<file path="src/rtl/culsans_ar_id_remap.sv">
// culsans_ar_id_remap
//   Read-path ID remapper. Wide upstream AR IDs are bound to a small table of
//   slots; the slot index is the downstream AR ID. R beats come back on the
//   slot index and are mapped back to the original upstream ID.
//   One slot per distinct in-flight ID keeps same-ID ordering intact. The
//   block stalls the AR channel when the matching slot's counter is full, or
//   when an ID misses and no slot is free.
// Ports
//   clk_i, rst_i            clock, async active-high reset
//   slv_ar_* / mst_ar_*     upstream / downstream AR handshake and ID
//   mst_r_* / slv_r_*       downstream / upstream R handshake, ID and last
//   full_o, busy_o          all slots / any slot in use (registered)

// One table slot: owner ID plus count of outstanding ARs.
module culsans_ar_id_remap_slot #(
  parameter int SlvIdWidth = 8,
  parameter int CntW       = 3
) (
  input  logic                  clk_i,
  input  logic                  rst_i,
  input  logic                  commit_i,
  input  logic                  retire_i,
  input  logic [SlvIdWidth-1:0] id_i,
  output logic                  valid_o,
  output logic [SlvIdWidth-1:0] id_o,
  output logic [CntW-1:0]       cnt_o
);
  logic                  valid_d, valid_q;
  logic [SlvIdWidth-1:0] id_d, id_q;
  logic [CntW-1:0]       cnt_d, cnt_q;

  // commit and retire in the same cycle cancel out
  always_comb begin
    cnt_d = cnt_q;
    id_d  = id_q;
    if (commit_i) id_d = id_i;
    case ({commit_i, retire_i})
      2'b10:   cnt_d = cnt_q + CntW'(1);
      2'b01:   cnt_d = cnt_q - CntW'(1);
      default: cnt_d = cnt_q;
    endcase
    valid_d = (cnt_d != '0);
  end

  always_ff @(posedge clk_i or posedge rst_i) begin
    if (rst_i) begin
      valid_q <= 1'b0;
      id_q    <= '0;
      cnt_q   <= '0;
    end else begin
      valid_q <= valid_d;
      id_q    <= id_d;
      cnt_q   <= cnt_d;
    end
  end

  assign valid_o = valid_q;
  assign id_o    = id_q;
  assign cnt_o   = cnt_q;
endmodule

module culsans_ar_id_remap #(
  parameter int SlvIdWidth   = 8,
  parameter int MstIdWidth   = 2,
  parameter int NumSlots     = 4,
  parameter int MaxTxnsPerId = 4
) (
  input  logic                  clk_i,
  input  logic                  rst_i,
  input  logic                  slv_ar_valid_i,
  output logic                  slv_ar_ready_o,
  input  logic [SlvIdWidth-1:0] slv_ar_id_i,
  output logic                  mst_ar_valid_o,
  input  logic                  mst_ar_ready_i,
  output logic [MstIdWidth-1:0] mst_ar_id_o,
  input  logic                  mst_r_valid_i,
  output logic                  mst_r_ready_o,
  input  logic [MstIdWidth-1:0] mst_r_id_i,
  input  logic                  mst_r_last_i,
  output logic                  slv_r_valid_o,
  input  logic                  slv_r_ready_i,
  output logic [SlvIdWidth-1:0] slv_r_id_o,
  output logic                  full_o,
  output logic                  busy_o
);
  localparam int CntW  = $clog2(MaxTxnsPerId + 1);
  localparam int SlotW = (NumSlots > 1) ? $clog2(NumSlots) : 1;

  if (NumSlots > (1 << MstIdWidth)) begin : g_bad_cfg
    $error("NumSlots does not fit in MstIdWidth");
  end

  logic [NumSlots-1:0]                 slot_valid;
  logic [NumSlots-1:0][SlvIdWidth-1:0] slot_id;
  logic [NumSlots-1:0][CntW-1:0]       slot_cnt;
  logic [NumSlots-1:0]                 commit, retire, r_sel;

  logic             hit_any, free_any, grant, ar_hs, r_last_hs, r_slot_ok;
  logic [SlotW-1:0] hit_idx, free_idx, sel_idx;

  // AR lookup. Walk downward so the lowest index wins; a hit is unique
  // because an ID never owns more than one slot.
  always_comb begin
    hit_any  = 1'b0;
    hit_idx  = '0;
    free_any = 1'b0;
    free_idx = '0;
    for (int k = NumSlots - 1; k >= 0; k--) begin
      if (slot_valid[k] && slot_id[k] == slv_ar_id_i) begin
        hit_any = 1'b1;
        hit_idx = SlotW'(k);
      end
      if (!slot_valid[k]) begin
        free_any = 1'b1;
        free_idx = SlotW'(k);
      end
    end
    sel_idx = hit_any ? hit_idx : free_idx;
    // a full hit slot stalls; it must never spill into a second slot
    grant   = hit_any ? (slot_cnt[hit_idx] < CntW'(MaxTxnsPerId)) : free_any;
  end

  assign mst_ar_valid_o = slv_ar_valid_i & grant;
  assign slv_ar_ready_o = mst_ar_ready_i & grant;
  assign mst_ar_id_o    = MstIdWidth'(sel_idx);
  assign ar_hs          = mst_ar_valid_o & mst_ar_ready_i;

  // R path: decode the slot without indexing past NumSlots
  always_comb begin
    r_sel      = '0;
    r_slot_ok  = 1'b0;
    slv_r_id_o = '0;
    for (int k = 0; k < NumSlots; k++) begin
      if (mst_r_id_i == MstIdWidth'(k)) begin
        r_sel[k]   = 1'b1;
        r_slot_ok  = slot_valid[k] && (slot_cnt[k] != '0);
        slv_r_id_o = slot_id[k];
      end
    end
  end

  assign slv_r_valid_o = mst_r_valid_i;
  assign mst_r_ready_o = slv_r_ready_i;
  assign r_last_hs     = mst_r_valid_i & slv_r_ready_i & mst_r_last_i;

  // Retire to an idle slot is a protocol error: suppressed so counters never wrap.
  always_comb begin
    for (int k = 0; k < NumSlots; k++) begin
      commit[k] = ar_hs && (sel_idx == SlotW'(k));
      retire[k] = r_last_hs && r_sel[k] && r_slot_ok;
    end
  end

  for (genvar g = 0; g < NumSlots; g++) begin : g_slot
    culsans_ar_id_remap_slot #(
      .SlvIdWidth (SlvIdWidth),
      .CntW       (CntW)
    ) u_slot (
      .clk_i    (clk_i),
      .rst_i    (rst_i),
      .commit_i (commit[g]),
      .retire_i (retire[g]),
      .id_i     (slv_ar_id_i),
      .valid_o  (slot_valid[g]),
      .id_o     (slot_id[g]),
      .cnt_o    (slot_cnt[g])
    );
  end

  assign full_o = &slot_valid;
  assign busy_o = |slot_valid;

`ifndef SYNTHESIS
  r_retire_legal: assert property (@(posedge clk_i) disable iff (rst_i)
    r_last_hs |-> r_slot_ok)
    else $error("R last on a slot with nothing outstanding");
`endif
endmodule

</file>
<file path="config.mk">
export PLATFORM = sky130hd
export DESIGN_NAME = culsans_ar_id_remap
export DESIGN_NICKNAME = d
export VERILOG_FILES = /design/src/rtl/culsans_ar_id_remap.sv
export SDC_FILE = /design/constraint.sdc
export NUM_CORES = 1
export LEC_CHECK = 0
export CAP_MARGIN = 20
export CORE_MARGIN = 8
export CORE_UTILIZATION = 58
export DETAILED_ROUTE_END_ITERATION = 16
export DONT_BUFFER_PORTS = 1
export GPL_TIMING_DRIVEN = 0
export PLACE_DENSITY_LB_ADDON = 0.3
export SLEW_MARGIN = 20
export SYNTH_ARGS = -nofsm -noshare
export SYNTH_HDL_FRONTEND = slang
export SYNTH_SLANG_ARGS = --single-unit
export TNS_END_PERCENT = 5
</file>
<file path="constraint.sdc">
create_clock -name clk_i -period 3.1 [get_ports clk_i]
set_clock_uncertainty 0.15 [all_clocks]
set_input_delay 0.31 -clock clk_i [delete_from_list [all_inputs] [get_ports clk_i]]
set_output_delay 0.31 -clock clk_i [all_outputs]
set_load 0.01 [all_outputs]
</file>
==> tab_implementation.tex <==
\begin{tabular}{lr}
\hline
Metric & Value \\
\hline
\multicolumn{2}{l}{\textbf{Synthesis}} \\
\quad Post-synthesis async set-or-reset flop share & 100\% \\
\quad Library cell with the largest summed area after synthesis & dfrtp\_1 \\
\quad Distinct cells, synth & 39 \\
\quad Most frequently used flop master after synthesis & dfrtp\_1 \\
\quad Number of enable flip-flop cells after synthesis & 0 \\
\quad Post-synthesis register bit count & 48 \\
\quad Synth Net Count & about 280 \\
\quad Per-instance average area after synthesis & around 12 um2 \\
\quad Top post-synthesis cells by area & dfrtp\_1, mux2\_4, xnor2\_1, xor2\_1, mux2\_2 \\
\quad Number of warnings issued by yosys & 0 \\
\quad Area of the mapped netlist & 3070 um2 \\
\quad Number of standard cells after synthesis & between 200 and 300 \\
\quad Most common library cells after synthesis & dfrtp\_1, xnor2\_1, xor2\_1 \\
\quad Sequential-to-total area share from yosys stat & between 30\% and 40\% \\
\quad Area share of the largest cell type after synthesis & roughly two fifths \\
\quad Most common cell in the netlist & dfrtp\_1 \\
\multicolumn{2}{l}{\textbf{Setup path}} \\
\quad Worst-path maximum fanout & 3 \\
\quad Critical path's slowest cell & dfrtp\_1 \\
\quad Slowest stage delay, CP & between 0.4 and 0.5 ns \\
\quad CP Class & flop to flop \\
\quad Crit path DAT & 3.48 ns \\
\quad Worst Setup SP & g\_slot[2].u\_slot.id\_o[6] \\
\quad Capturing element type of the critical path & flop \\
\quad Cell breakdown of the critical path & xor2\_2 > nor4\_4 > and3\_4 > o2111ai\_4 > o32ai\_4 > buf\_6 > nand3b\_4 > ha\_4 > inv\_2 > fa\_2 > xor2\_1 > nor2\_1 > xor2\_1 > or3\_1 \\
\quad Required arrival time at the worst endpoint & between 3 and 4 ns \\
\quad Crit path top cell by count & xor2\_1 \\
\quad Critical path startpoint category & flop \\
\quad Reg-to-reg startpoint & g\_slot[2].u\_slot.id\_o[6] \\
\multicolumn{2}{l}{\textbf{Hold path}} \\
\quad Source of the worst hold timing path & slv\_ar\_id\_i[7] \\
\quad Worst hold path class & input port to flop \\
\multicolumn{2}{l}{\textbf{Outcome}} \\
\quad Failing checks & negative setup slack \\
\quad Status & finished with violations \\
\multicolumn{2}{l}{\textbf{Placed design}} \\
\quad Final GP Congestion & approximately 0.89 \\
\quad Port Buffers & 0 \\
\quad Half-perimeter wire length after placement & between 4000 and 5000 um \\
\quad Post-Place Cell Area & around 3200 um2 \\
\quad Number of cells in the design after placement & 323 \\
\multicolumn{2}{l}{\textbf{Power and ir drop}} \\
\quad Switching power summed over all nets & 1.24 mW \\
\quad Sequential fraction of design power & 37.5\% \\
\quad Net switching share of the total power & between 30\% and 40\% \\
\quad Combinational power share & about half \\
\quad Internal power of the cells & approximately 1.9 mW \\
\quad Power density relative to cell area & 873 nW/um2 \\
\quad Clock group share of total power & about 13\% \\
\quad Worst supply voltage drop on vdd & between 0.0004 and 0.0005 V \\
\quad Static leakage & roughly 1.7 nW \\
\multicolumn{2}{l}{\textbf{Floorplanning}} \\
\quad Count of standard-cell rows & 26 \\
\quad Initial Util & between 60\% and 70\% \\
\quad Die H & between 80 and 90 um \\
\quad Core footprint & approximately 5100 um2 \\
\quad Number of placed I/O pins & 33 \\
\quad Full die area & 7880 um2 \\
\quad Horizontal die dimension & 88.8 um \\
\multicolumn{2}{l}{\textbf{Global routing}} \\
\quad Largest net degree at the start of global routing & 26 \\
\quad Global route overflow & 0 \\
\quad Vias in the first global route & about 2100 \\
\quad First-pass GRT wire length & 11100 um \\
\quad Antenna violations before repair & 0 \\
\quad Global-route usage over all layers & a little under a fifth \\
\multicolumn{2}{l}{\textbf{CTS}} \\
\quad Clk\_lat worst skew & 0.32 ns \\
\quad Number of buffers added by the clock tree synthesis step & 5 \\
\quad H-tree depth reported by CTS & 2 \\
\quad Cell chosen for the clock root & clkbuf\_8 \\
\quad TritonCTS clock tree & built \\
\quad CTS Buffer Depth & 2 \\
\quad Num Clock Sinks & 48 \\
\quad Clock-pin slew on the worst setup and hold paths & about 0.09 ns \\
\multicolumn{2}{l}{\textbf{Timing}} \\
\quad Part of the cycle the worst path needs & 111\% \\
\quad Min Clock Period, post-route & between 3 and 4 ns \\
\quad Number of endpoints failing setup at the final stage & 9 \\
\quad Worst Setup Slack, final & -0.339 ns \\
\quad Setup repair after global routing missed its margin & yes \\
\quad Count of final hold-check violations & 0 \\
\quad Worst-Margin Slew & between 0.7 and 0.8 ns \\
\quad Number of max-slew violations in the final report & 0 \\
\quad Highest clock rate & 291 MHz \\
\quad Slew margin rel. & about 47\% \\
\multicolumn{2}{l}{\textbf{Drt}} \\
\quad Vias after detailed routing & between 1500 and 2000 \\
\quad Number of DRC violations after detailed-routing iteration 0 & 143 \\
\quad Total Routed Length & $\sim$6700 um \\
\quad Post-route ant nets & 0 \\
\quad Total DRC errors in the routed layout & 0 \\
\quad Average detailed-routed wire length per instance & $\sim$19 um \\
\quad Vias per cell & around 5.7 \\
\quad Number of optimization iterations in the first detailed-route pass & 4 \\
\multicolumn{2}{l}{\textbf{Final layout}} \\
\quad Layout Cell Area excl Fill & 3630 um2 \\
\quad Layout overhead on the synthesized area & 18.3\% \\
\quad Fillcell total & $\sim$360 \\
\quad Multi-input logic area & around 1900 um2 \\
\quad Sequential cell area & 1200 um2 \\
\quad Final Instance Count excl. Fillers & about 350 \\
\quad Antenna fix cells & 0 \\
\quad Layout cells sized above 1 & about 44\% \\
\quad Count of nets after finishing & between 300 and 400 \\
\multicolumn{2}{l}{\textbf{Run}} \\
\quad \# Max-Cap Violations & 0 \\
\hline
\end{tabular}
placed cells by master (no fill, tap or decap), drive strengths merged, types with 2 or more instances in the layout:
cell and n:
and3 3, inv 17, mux2i 4, xor2 21, buf 31, nor4 3
fa 4, mux4 8, clkbuf 7, and2 3, dfrtp 48, nand3b 2
nand3 13, mux2 32, clkinvlp 2, a31oi 3, o311ai 3, or3 8
o21ai 3, xnor2 23, nand2 11, ha 4, nor2 10, nor3 3
nand4 6
worst max-delay path: cells and delay by family, from the launching register on:
kind | cells | cell delay [ns]
flip-flops | 1 | 0.44
AND/OR/NAND/NOR | 5 | 1.18
XOR/XNOR | 3 | 0.52
adder cells (fa/ha/maj) | 2 | 0.38
AO/OA/AOI/OAI | 2 | 0.45
buffers and inverters | 2 | 0.19
cell type report:
| type | count | area share, % |
|---|---|---|
| Tap cell | 70 | 2.41 |
| Sequential cell | 48 | 33.1 |
| Clock buffer | 6 | 2.27 |
| Inverter | 17 | 1.76 |
| Buffer | 12 | 2.86 |
| Clock inverter | 2 | 0.413 |
| Timing Repair Buffer | 21 | 5.17 |
| Multi-Input combinational cell | 173 | 52.1 |
layer usage:
| metal | share of wire (%) | vias to the layer above | routed length [um] | global-route usage [%] |
|---|---|---|---|---|
| met5 | 0 | - | 0 | 0 |
| met4 | 1.2 | 0 | 83 | 6.14 |
| met3 | 6.2 | 8 | 417 | 4.83 |
| met2 | 49 | 47 | 3250 | 29.9 |
| met1 | 44 | 1006 | 2940 | 24.9 |
| li1 | - | 930 | - | - |
power groups by stage:
| stage | sequential (mW) | clock (mW) | combinational [mW] |
|---|---|---|---|
| 5_1_grt | 1.23 | 0.436 | 1.72 |
| 6_report | 1.19 | 0.404 | 1.58 |
| 2_1_floorplan | 1.12 | 0 | 1.15 |
| 4_1_cts | 1.18 | 0.403 | 1.55 |
| 3_3_place_gp | 1.18 | 0 | 1.31 |
| 3_5_place_dp | 1.19 | 0 | 1.35 |
registers in the layout, indices dropped and copies added, names as in the netlist:
signal,count
g_slot.u_slot.id_o,32
g_slot.u_slot.cnt_o,12
g_slot.u_slot.valid_o,4
through the flow:
stage | setup slack (ns) | utilization [%] | setup TNS [ns] | hold WS, ns | power, mW
3_5_place_dp | -0.491 | 63.5 | -2.90 | 0.128 | 2.55
6_report | -0.339 | 71.1 | -1.46 | 0.120 | 3.17
2_1_floorplan | -0.153 | - | -0.476 | 0.310 | 2.27
5_1_grt | -0.501 | 71.1 | -3.43 | 0.122 | 3.38
3_3_place_gp | -0.441 | 63.0 | -2.52 | 0.329 | 2.49
4_1_cts | -0.295 | 70.1 | -1.13 | 0.125 | 3.13
cells by family (layout without fill, tap and decap cells):
| family | count (synthesis) | in the layout | share of synthesized area (%) |
|---|---|---|---|
| buf+inv | 31 | 58 | 6.19 |
| simple gates | 64 | 64 | 13.3 |
| flops | 48 | 48 | 39.1 |
| mux | 44 | 44 | 20.9 |
| compound gates | 13 | 13 | 3.75 |
| xor+xnor | 44 | 44 | 12.6 |
| fa+ha+maj | 8 | 8 | 4.24 |
what timing repair did:
item / 4_1_cts / 5_1_grt
hold buffers: 1 / 0
gates resized for setup: 25 / 10
pin swaps: 23 / 20
hold endpoints to repair: 24 / 0
endpoints found under the setup margin: 12 / 12
setup buffers: 17 / 3
worst paths after layout:
| check | end | slack, ns | depth (start not counted) |
|---|---|---|---|
| min reg2reg | g_slot[2].u_slot.cnt_o[0] | 0.36 | 1 |
| max in group asynchronous | g_slot[0].u_slot.id_o[7] | 1.94 | 3 |
| min | g_slot[2].u_slot.id_o[7] | 0.12 | 2 |
| max reg2reg | g_slot[0].u_slot.valid_o | -0.34 | 14 |
| max | g_slot[0].u_slot.valid_o | -0.34 | 14 |
| min in group asynchronous | g_slot[3].u_slot.cnt_o[0] | 0.35 | 2 |
(Power assumes the default switching activity.)
